`src/rtl/rs_sched_pkg.sv`:
```
// Shared types for the Reed-Solomon decode scheduler: outcome codes, FSM states
// and the bit layout of the 34-bit resolver result word.
`timescale 1ns/1ps
package rs_sched_pkg;

  typedef enum logic [1:0] {
    ST_CLEAN = 2'd0,
    ST_ONE   = 2'd1,
    ST_TWO   = 2'd2,
    ST_FAIL  = 2'd3
  } status_e;

  typedef enum logic [1:0] {S_IDLE, S_WAIT, S_HOLD, S_DRAIN} state_e;

  localparam int RES_W          = 34;
  localparam int RES_STATUS_LSB = 32;
  localparam int RES_RD_LSB     = 24;
  localparam int RES_RA_LSB     = 16;
  localparam int RES_RB_LSB     = 8;
  localparam int RES_RC_LSB     = 0;

  typedef struct packed {
    status_e    status;
    logic [7:0] loc0;
    logic [7:0] val0;
    logic [7:0] loc1;
    logic [7:0] val1;
  } cor_rec_t;

  // A single error reports its location/value in rd/ra; a double error puts
  // the first one in rb/rc and the second in rd/ra.
  function automatic cor_rec_t unpack_result(input logic [RES_W-1:0] res);
    cor_rec_t rec;
    rec = '0;
    rec.status = status_e'(res[RES_STATUS_LSB +: 2]);
    case (rec.status)
      ST_ONE: begin
        rec.loc0 = res[RES_RD_LSB +: 8];
        rec.val0 = res[RES_RA_LSB +: 8];
      end
      ST_TWO: begin
        rec.loc0 = res[RES_RB_LSB +: 8];
        rec.val0 = res[RES_RC_LSB +: 8];
        rec.loc1 = res[RES_RD_LSB +: 8];
        rec.val1 = res[RES_RA_LSB +: 8];
      end
      default: ;
    endcase
    return rec;
  endfunction

  function automatic logic [15:0] sat_inc(input logic [15:0] v);
    return (v == 16'hFFFF) ? v : v + 16'd1;
  endfunction

endpackage

```
`src/rtl/rs_syn_fifo.sv`:
```
// Syndrome-set FIFO: registered occupancy count, head word readable without a pop.
`timescale 1ns/1ps
module rs_syn_fifo #(
  parameter int W     = 40,
  parameter int DEPTH = 4
) (
  input  logic                   clk,
  input  logic                   reset,
  input  logic                   wr_en,
  input  logic [W-1:0]           wr_data,
  input  logic                   rd_en,
  output logic [W-1:0]           rd_data,
  output logic                   full,
  output logic                   empty,
  output logic [$clog2(DEPTH):0] count
);

  localparam int AW = $clog2(DEPTH);

  logic [W-1:0]  mem [DEPTH];
  logic [AW-1:0] wr_ptr;
  logic [AW-1:0] rd_ptr;

  always_ff @(posedge clk) begin
    if (wr_en) mem[wr_ptr] <= wr_data;
  end

  // Callers never write when full or read when empty, so no guards here.
  always_ff @(posedge clk or negedge reset) begin
    if (!reset) begin
      wr_ptr <= '0;
      rd_ptr <= '0;
      count  <= '0;
    end else begin
      if (wr_en) wr_ptr <= wr_ptr + 1'b1;
      if (rd_en) rd_ptr <= rd_ptr + 1'b1;
      case ({wr_en, rd_en})
        2'b10:   count <= count + 1'b1;
        2'b01:   count <= count - 1'b1;
        default: ;
      endcase
    end
  end

  assign rd_data = mem[rd_ptr];
  assign full    = (count == (AW+1)'(DEPTH));
  assign empty   = (count == '0);

endmodule

```
`src/rtl/rs_decode_scheduler.sv`:
```
// Queues syndrome sets, dispatches them one at a time to the two-error resolver
// and turns each result into a tagged correction record with outcome statistics.
`timescale 1ns/1ps
module rs_decode_scheduler
  import rs_sched_pkg::*;
#(
  parameter int DEPTH   = 4,
  parameter int TAGW    = 8,
  parameter int TIMEOUT = 63
) (
  input  logic             clk,
  input  logic             reset,
  input  logic             syn_valid,
  output logic             syn_ready,
  input  logic [7:0]       syn_s0,
  input  logic [7:0]       syn_s1,
  input  logic [7:0]       syn_s2,
  input  logic [7:0]       syn_s3,
  input  logic [TAGW-1:0]  syn_tag,
  output logic             rs_syn_ready,
  output logic [7:0]       rs_si0,
  output logic [7:0]       rs_si1,
  output logic [7:0]       rs_si2,
  output logic [7:0]       rs_si3,
  input  logic [RES_W-1:0] rs_results,
  input  logic             rs_done,
  output logic             cor_valid,
  input  logic             cor_ready,
  output logic [1:0]       cor_status,
  output logic [7:0]       cor_loc0,
  output logic [7:0]       cor_val0,
  output logic [7:0]       cor_loc1,
  output logic [7:0]       cor_val1,
  output logic [TAGW-1:0]  cor_tag,
  output logic             cor_timeout,
  input  logic             stat_clr,
  output logic [15:0]      cnt_clean,
  output logic [15:0]      cnt_corr,
  output logic [15:0]      cnt_fail
);

  localparam int EW = 32 + TAGW;
  localparam int TW = $clog2(TIMEOUT + 1);

  state_e                 state;
  logic [TW-1:0]          timer;
  logic [TAGW-1:0]        cur_tag;
  logic                   hold_to;
  cor_rec_t               cor_q;
  cor_rec_t               new_rec;
  logic                   fifo_full, fifo_empty;
  logic [$clog2(DEPTH):0] fifo_count;
  logic                   unused_count;
  logic [EW-1:0]          head;
  logic                   dispatch, timer_hit, wait_fin, wait_to, out_free, load, load_to;

  rs_syn_fifo #(.W(EW), .DEPTH(DEPTH)) u_fifo (
    .clk     (clk),
    .reset   (reset),
    .wr_en   (syn_valid && !fifo_full),
    .wr_data ({syn_tag, syn_s3, syn_s2, syn_s1, syn_s0}),
    .rd_en   (dispatch),
    .rd_data (head),
    .full    (fifo_full),
    .empty   (fifo_empty),
    .count   (fifo_count)
  );

  assign unused_count = ^fifo_count;
  assign syn_ready    = !fifo_full;

  // Dispatch is combinational so a set arriving at an idle scheduler reaches
  // the resolver in the very next cycle; the syndrome bus is zero otherwise.
  assign dispatch     = (state == S_IDLE) && !fifo_empty && rs_done;
  assign rs_syn_ready = dispatch;
  assign {rs_si3, rs_si2, rs_si1, rs_si0} = dispatch ? head[31:0] : 32'd0;

  assign timer_hit = (timer == TW'(TIMEOUT - 1));
  assign wait_fin  = (state == S_WAIT) && (rs_done || timer_hit);
  assign wait_to   = (state == S_WAIT) && !rs_done && timer_hit;
  assign out_free  = !cor_valid || cor_ready;
  assign load      = (wait_fin && out_free) || ((state == S_HOLD) && cor_ready);
  assign load_to   = (state == S_HOLD) ? hold_to : wait_to;

  always_comb begin
    new_rec = unpack_result(rs_results);
    if (load_to) begin
      new_rec        = '0;
      new_rec.status = ST_FAIL;
    end
  end

  // A record that cannot be handed over yet parks the FSM in HOLD; a timed-out
  // frame then still has to see the resolver go idle (DRAIN) before redispatch.
  always_ff @(posedge clk or negedge reset) begin
    if (!reset) begin
      state       <= S_IDLE;
      timer       <= '0;
      cur_tag     <= '0;
      hold_to     <= 1'b0;
      cor_q       <= '0;
      cor_valid   <= 1'b0;
      cor_tag     <= '0;
      cor_timeout <= 1'b0;
    end else begin
      if (cor_valid && cor_ready) cor_valid <= 1'b0;
      if (load) begin
        cor_valid   <= 1'b1;
        cor_q       <= new_rec;
        cor_tag     <= cur_tag;
        cor_timeout <= load_to;
      end
      case (state)
        S_IDLE: begin
          if (dispatch) begin
            cur_tag <= head[EW-1:32];
            timer   <= '0;
            state   <= S_WAIT;
          end
        end
        S_WAIT: begin
          if (wait_fin) begin
            hold_to <= wait_to;
            if (out_free) state <= wait_to ? S_DRAIN : S_IDLE;
            else          state <= S_HOLD;
          end else begin
            timer <= timer + 1'b1;
          end
        end
        S_HOLD: begin
          if (cor_ready) state <= hold_to ? S_DRAIN : S_IDLE;
        end
        S_DRAIN: begin
          if (rs_done) state <= S_IDLE;
        end
        default: state <= S_IDLE;
      endcase
    end
  end

  always_ff @(posedge clk or negedge reset) begin
    if (!reset) begin
      cnt_clean <= '0;
      cnt_corr  <= '0;
      cnt_fail  <= '0;
    end else if (stat_clr) begin
      cnt_clean <= '0;
      cnt_corr  <= '0;
      cnt_fail  <= '0;
    end else if (load) begin
      case (new_rec.status)
        ST_CLEAN:      cnt_clean <= sat_inc(cnt_clean);
        ST_ONE, ST_TWO: cnt_corr <= sat_inc(cnt_corr);
        default:       cnt_fail  <= sat_inc(cnt_fail);
      endcase
    end
  end

  assign cor_status = cor_q.status;
  assign cor_loc0   = cor_q.loc0;
  assign cor_val0   = cor_q.val0;
  assign cor_loc1   = cor_q.loc1;
  assign cor_val1   = cor_q.val1;

endmodule

```
`config.mk`:
```
export PLATFORM = sky130hd
export DESIGN_NAME = rs_decode_scheduler
export DESIGN_NICKNAME = d
export VERILOG_FILES = /design/src/rtl/rs_sched_pkg.sv /design/src/rtl/rs_syn_fifo.sv /design/src/rtl/rs_decode_scheduler.sv
export SDC_FILE = /design/constraint.sdc
export NUM_CORES = 1
export LEC_CHECK = 0
export CELL_PAD_IN_SITES_DETAIL_PLACEMENT = 0
export CELL_PAD_IN_SITES_GLOBAL_PLACEMENT = 1
export CORE_MARGIN = 4
export CORE_UTILIZATION = 43
export DETAILED_ROUTE_END_ITERATION = 7
export GPL_ROUTABILITY_DRIVEN = 0
export PLACE_DENSITY_LB_ADDON = 0.1
export SLEW_MARGIN = 15
export SYNTH_ARGS = -nofsm -noshare
export SYNTH_HDL_FRONTEND = slang
export SYNTH_SLANG_ARGS = --single-unit
```
`constraint.sdc`:
```
create_clock -name clk -period 3.5 [get_ports clk]
set_clock_uncertainty 0.15 [all_clocks]
set_input_delay 0.7 -clock clk [delete_from_list [all_inputs] [get_ports clk]]
set_output_delay 0.7 -clock clk [all_outputs]
set_load 0.01 [all_outputs]
```
==> results of run 1 <==
[per-stage QoR]
stage | setup WS [ps] | cell area (sq um) | hold WS (ps) | utilization (%)
3_3_place_gp | 57.4 | 14500 | 304 | 53.6
4_1_cts | 5.52 | 15400 | 71.0 | 57.0
2_1_floorplan | 662 | 11800 | 254 | -
6_report | 74.7 | 15400 | 54.4 | 57.3
3_5_place_dp | 25.9 | 14500 | 309 | 53.6
5_1_grt | 2.08 | 15400 | 110 | 57.3
[timing repair]
action,in CTS,in global routing
hold buffers,0,0
pin swaps,0,1
endpoints found under the setup margin,4,32
gates resized for setup,1,31
[registers in the layout, indices dropped and copies added, names as in the netlist, 3 cells and up]
signal        flops
u_fifo.count      3
cor_val1          8
cnt_corr         16
cor_loc1          8
cnt_clean        16
u_fifo.mem      160
cor_val0          8
cor_loc0          8
cnt_fail         16
timer             6
cor_tag           8
cur_tag           8
[worst paths after layout]
check,endpoint,slack [ps],cells past startpoint
hold / removal,cnt_clean[2],50,1
setup / recovery,rs_si3[6],70,7
hold reg to reg,cor_tag[0],320,2
min in group clk,cor_tag[0],320,2
setup reg to reg,cnt_clean[4],900,9
max in group asynchronous,u_fifo.rd_ptr[0],2310,2
[cell usage after synthesis (all sizes together), types with 4 or more instances]
master and count:
a21oi 40, a22o 16, a22oi 16, and2 36, and3 9, buf 14, clkbuf 37, dfrtp 116
edfxtp 160, ha 12, inv 17, mux2 9, mux4 40, nand2 83, nand3 29, nand4 17
nor2 24, nor2b 10, nor4 6, o21ai 33, o31ai 33, or3 10, or4 33, xnor2 4
xor2 7
[layout by cell type (no fill, tap or decap), types with 5 or more instances in the layout]
cell | synthesis | routed
clkbuf_16 | 0 | 29
dfrtp_1 | 116 | 114
ha_1 | 12 | 12
a22o_1 | 16 | 16
nand3_1 | 29 | 29
clkdlybuf4s50_1 | 0 | 174
a22oi_1 | 16 | 16
and2_1 | 36 | 36
a21oi_1 | 40 | 40
o31ai_1 | 33 | 33
clkbuf_1 | 37 | 7
edfxtp_1 | 160 | 160
buf_4 | 0 | 20
nand2_1 | 83 | 83
and3_1 | 9 | 5
nor2_1 | 24 | 23
buf_12 | 0 | 11
inv_1 | 17 | 17
or3_1 | 10 | 9
or4_1 | 32 | 32
clkinv_1 | 1 | 6
nand4_1 | 17 | 17
mux4_2 | 40 | 40
nor2b_1 | 10 | 10
xor2_1 | 7 | 7
dlymetal6s2s_1 | 0 | 29
mux2_2 | 9 | 9
o21ai_0 | 30 | 30
nor4_1 | 6 | 6
[area by class of cell]
cell class                 count  area, sq um
inverter                      18         67.6
tap                          341          427
sequential                   276         7710
fill                        2203        11500
clock inverter                11         87.6
clock buffer                  40          807
timing repair buffer         235         2480
multi-input combinational    506         3850
[routing by layer]
layer,track usage [%],vias to the layer above
met5,0,-
met4,4.16,0
met3,4.32,39
met2,28.5,209
met1,25.0,3873
li1,-,3702
[worst max-delay path: cells and delay by family]
kind | cells | cell delay (ps)
buffers and inverters | 4 | 1270
and+or+nand+nor | 2 | 520
AOI/OAI and AO/OA | 1 | 80
[kinds of logic (layout without fill, tap and decap cells)]
family                   after synthesis  count (layout)
AND/OR/NAND/NOR                      280             280
flip-flops                           276             276
AO/OA/AOI/OAI                        153             153
buffers and inverters                 69             304
multiplexers                          49              49
adder cells (fa/ha/maj)               13              13
XOR/XNOR                              11              11
[where the power goes]
| group | leakage, nW | switching, mW | total (mW) | internal (mW) |
|---|---|---|---|---|
| clock network | 0.439 | 1.24 | 2.92 | 1.67 |
| registers | 3.02 | 0.398 | 4.62 | 4.22 |
| logic | 2.69 | 1.66 | 3.47 | 1.81 |
| total | 6.16 | 3.30 | 11.0 | 7.70 |
==> summary.txt, run 1 <==
Status
  • Status: finished, final reports clean

Synthesis
  • Simple-Gate Fraction of Synth Area: 13.1%
  • Register area share after synthesis: 65.3%
  • Library cells used by synthesis: 57
  • Largest family of logic cells by synthesized area: simple AND/OR/NAND/NOR gates
  • Synth Net Count: 944
  • Seq cells post-synth: 276
  • Post-synthesis mux area share: 8.49%
  • Post-synth EDFFs: 160
  • Most common flop cell mapped by yosys: edfxtp_1
  • Top post-synthesis cells by area: edfxtp_1 (41%), dfrtp_1 (25%), mux4_2 (7.6%)
  • Post-Syn Area per Cell: 13.9 sq um
  • Mapped Cells: 851
  • Mapped cell area: 11800 sq um
  • Synth area leader: edfxtp_1
  • Adder-Cell Fraction of Synth Area: 1.44%
  • Post-synthesis compound-gate area fraction: 8.53%
  • XOR/XNOR Fraction of Synth Area: 0.816%
  • Yosys warning count: 0
  • Post-synth top area share: 40.7%
  • Synth async-reset ratio: 42.0%

Global route
  • GRT Overall Usage: 17.8%
  • First-pass GRT wire length: 44200 microns
  • Largest net degree at the start of global routing: 58
  • Total congestion overflow: 0
  • Number of antenna violations at the first check in global routing: 0
  • Vias in the first global route: 8060

Drt
  • Router iterations before antenna repair: 5
  • DRT Wirelength: 27200 microns
  • Via count: 7823
  • Via/cell ratio: 5.48
  • ANT nets after route: 0
  • Met3 wire length: 1820 microns
  • Routed len/inst: 19.1 microns
  • DRC: 0
  • Met1 wire length: 12300 microns
  • DR top layer: met4
  • Iteration-0 DRC Markers: 536
  • Met2 wire length: 12600 microns

Clocking
  • CTS max path bufs: 3
  • CTS root buf: clkbuf_16
  • Clk Latency, worst-skew pair: 550 ps
  • Clock Sink Count: 276
  • H-tree levels: 1
  • TritonCTS Buffers: 29
  • CTS tree: done
  • Post CTS Setup Buffer Count: 0
  • Clock slew at reported path FFs: 60 ps

Cells and area
  • Post-Layout Cell Count: 1427
  • Nets: 1159
  • Layout area overhead: 30.7%
  • Share of layout cells above drive strength 1: 12.8%
  • Ant diodes: 0

Worst setup path
  • R2r startpoint: timer[0]
  • CP endpoint kind: output port
  • CP max stage cell: clkdlybuf4s50_1
  • Crit Path Class: in2out
  • CP Max Fanout: 7
  • WP data arrival: 2580 ps
  • Max incr delay on CP: 540 ps
  • Worst path cell trace: clkdlybuf4s50_1, o31ai_1, or3_4, inv_2, buf_4, and2_1, clkdlybuf4s50_1
  • Worst EP required: 2650 ps
  • Worst setup SP type: input pin
  • Cell mode on critical path: clkdlybuf4s50_1
  • Setup crit start: rs_done

Min path
  • Type of the most critical hold path: in2async

Power and ir drop
  • Leakage dissipation: 6.16 nW
  • PD cells: 713 nW/um^2
  • Design Power: 11.0 mW
  • Worst VDD drop: 0.476 mV

Floorplan
  • Num rows: 60
  • Initial Util: 43.8%
  • Die area: 30200 sq um
  • Die Span Y: 174 microns
  • Die width: 174 microns
  • Ports: 206
  • Area of the core: 27000 sq um

STA
  • # setup viols final: 0
  • Tcrit/Tclk final: 97.9%
  • Final Hold Viols: 0
  • Max transition margin: 50.3%
  • Unrepaired setup endpoints after global routing: false
  • Fmax: 0.292 GHz
  • Measured slew at the worst slew-check pin: 737 ps
  • TNS Setup: 0 ps
  • Crit path time final: 3430 ps
  • Final Max Tran Viols: 0

Placed design
  • Number of port buffers: 205
  • Placed cell count: 1376
  • Post-DP HPWL: 18000 microns

Job
  • Max Cap Viol: 0
Note: power is estimated with default switching activity, not from simulation.
==> inputs of run 2 (changes only) <==
Settings changed: RECOVER_POWER from default to 100.
==> run 2 against run 1 <==
Against the previous run: core utilization down 0.78 points; first-iteration DRC count is 7.3% lower; flip-flop and latch count is the same; largest power group unchanged.
==> summary.txt, run 2 (synthesized netlist as in run 1, its figures left out) <==
Worst setup path
  • CP max stage cell: clkdlybuf4s50_1
  • Max incr delay on CP: 540 ps
  • WP data arrival: 2570 ps
  • Worst path cell trace: clkdlybuf4s50_1, o31ai_1, or3_4, inv_2, buf_4, and2_1, clkdlybuf4s50_1
  • Crit Path Class: in2out
  • Crit path max-delay family: buffers and inverters
  • CP Max Fanout: 7
  • CP bufs+invs: 4
  • Setup crit start: rs_done
  • Worst setup SP type: input pin
  • Worst EP required: 2650 ps
  • R2r startpoint: timer[0]
  • Cell mode on critical path: clkdlybuf4s50_1
  • CP endpoint kind: output port

Cells and area
  • Fin area: 15200 sq um
  • Layout area overhead: 28.9%
  • Final core utilization: 56.5%
  • Most flop-heavy register: u_fifo.mem
  • Most common cell after layout, fill and taps aside: edfxtp_1
  • Filler cell count in the final layout: 2241
  • Most frequent cells in the layout: edfxtp_1 (160), dlygate4sd3_1 (134), dfrtp_1 (114)
  • Share of layout cells above drive strength 1: 11.5%
  • Nets: 1159
  • Largest register FFs: 160

STA
  • Crit path time final: 3420 ps
  • Fmax: 0.292 GHz
  • Tcrit/Tclk final: 97.7%
  • TNS Setup: 0 ps
  • Final Hold Viols: 0
  • # setup viols final: 0
  • Unrepaired setup endpoints after global routing: false
  • Max transition margin: 6.61%
  • Measured slew at the worst slew-check pin: 1400 ps
  • Final Max Tran Viols: 0

Drt
  • Via/cell ratio: 5.50
  • DRC: 0
  • ANT nets after route: 0
  • Routed len/inst: 19.1 microns
  • Via count: 7855
  • DRT Wirelength: 27200 microns
  • Router iterations before antenna repair: 5
  • Iteration-0 DRC Markers: 497

Floorplan
  • Area of the core: 27000 sq um
  • Die Span Y: 174 microns
  • Die area: 30200 sq um
  • Num rows: 60
  • Die width: 174 microns
  • Initial Util: 43.8%
  • Ports: 206

Power and ir drop
  • Worst VDD drop: 0.461 mV
  • Leakage dissipation: 6.00 nW
  • PD cells: 707 nW/um^2
  • Design Power: 10.8 mW

Job
  • Max Cap Viol: 0

Global route
  • Largest net degree at the start of global routing: 58
  • Total congestion overflow: 0
  • First-pass GRT wire length: 44200 microns
  • GRT Overall Usage: 17.8%
  • Number of antenna violations at the first check in global routing: 5
  • Vias in the first global route: 8060

Clocking
  • Post CTS Setup Buffer Count: 0
  • H-tree levels: 1
  • CTS tree: done
  • CTS root buf: clkbuf_16
  • TritonCTS Buffers: 29
  • Clk Latency, worst-skew pair: 550 ps
  • CTS hold repair buffers: 0
  • CTS max path bufs: 3
  • Clock slew at reported path FFs: 60 ps
  • Clock Sink Count: 276

Status
  • Status: finished, final reports clean

Placed design
  • Placed instance area: 14500 sq um
  • Post-DP HPWL: 18000 microns
  • Number of port buffers: 205

Min path
  • Type of the most critical hold path: in2async
[run 2: worst paths after layout]
check                                        end  slack (ps)  cells after the start
worst max-delay path                   rs_si3[6]          80                      7
worst min-delay path                cnt_clean[2]         310                      1
worst max register to register      cnt_clean[6]         530                      9
worst min register to register        cor_tag[0]         320                      2
max in group asynchronous       u_fifo.rd_ptr[0]         960                      2
min in group clk                      cor_tag[0]         320                      2
[run 2: power breakdown]
part / internal [mW] / total (mW) / switching, mW / leakage (nW)
Sequential: 4.22 / 4.61 / 0.386 / 3.02
Combinational: 1.60 / 3.24 / 1.65 / 2.54
Clock: 1.67 / 2.91 / 1.24 / 0.439
Total: 7.50 / 10.8 / 3.27 / 6.00
[run 2: area by class of cell]
| cell class | count | area [sq um] | area share [%] |
|---|---|---|---|
| Timing Repair Buffer | 235 | 2300 | 15.1 |
| Tap cell | 341 | 427 | 2.80 |
| Inverter | 18 | 67.6 | 0.444 |
| Sequential cell | 276 | 7710 | 50.7 |
| Clock buffer | 40 | 807 | 5.30 |
| Multi-Input combinational cell | 506 | 3820 | 25.1 |
| Clock inverter | 11 | 87.6 | 0.576 |
| Antenna cell | 2 | 5.00 | 0.0329 |
[run 2: per-layer routing]
layer / wire, microns / up-vias / GRT usage, % / share of wire, %
met3: 1670 / 47 / 4.32 / 6.1
met4: 574 / 8 / 4.16 / 2.1
met1: 12300 / 3902 / 25.0 / 45
li1: - / 3707 / - / -
met5: 54 / - / 0 / 0.20
met2: 12700 / 191 / 28.5 / 47
[run 2: worst register-to-register path, delay by kind of cell, from the launching register on]
family	cells	cell delay, ps
buf+inv	3	950
compound gates	1	150
fa+ha+maj	1	180
flops	1	440
simple gates	4	1020
[run 2: what timing repair did]
action,in CTS,in global routing
resized for setup,1,31
endpoints found under the setup margin,4,32
pin swaps,0,1
endpoints found under the hold margin,0,0
[run 2: stage by stage]
step,hold WS (ps),std cells,setup WS [ps]
6_report,315,1429,79.8
3_5_place_dp,309,1376,25.9
4_1_cts,71.0,1427,5.52
2_1_floorplan,254,851,662
3_3_place_gp,304,1376,57.4
5_1_grt,345,1428,9.92
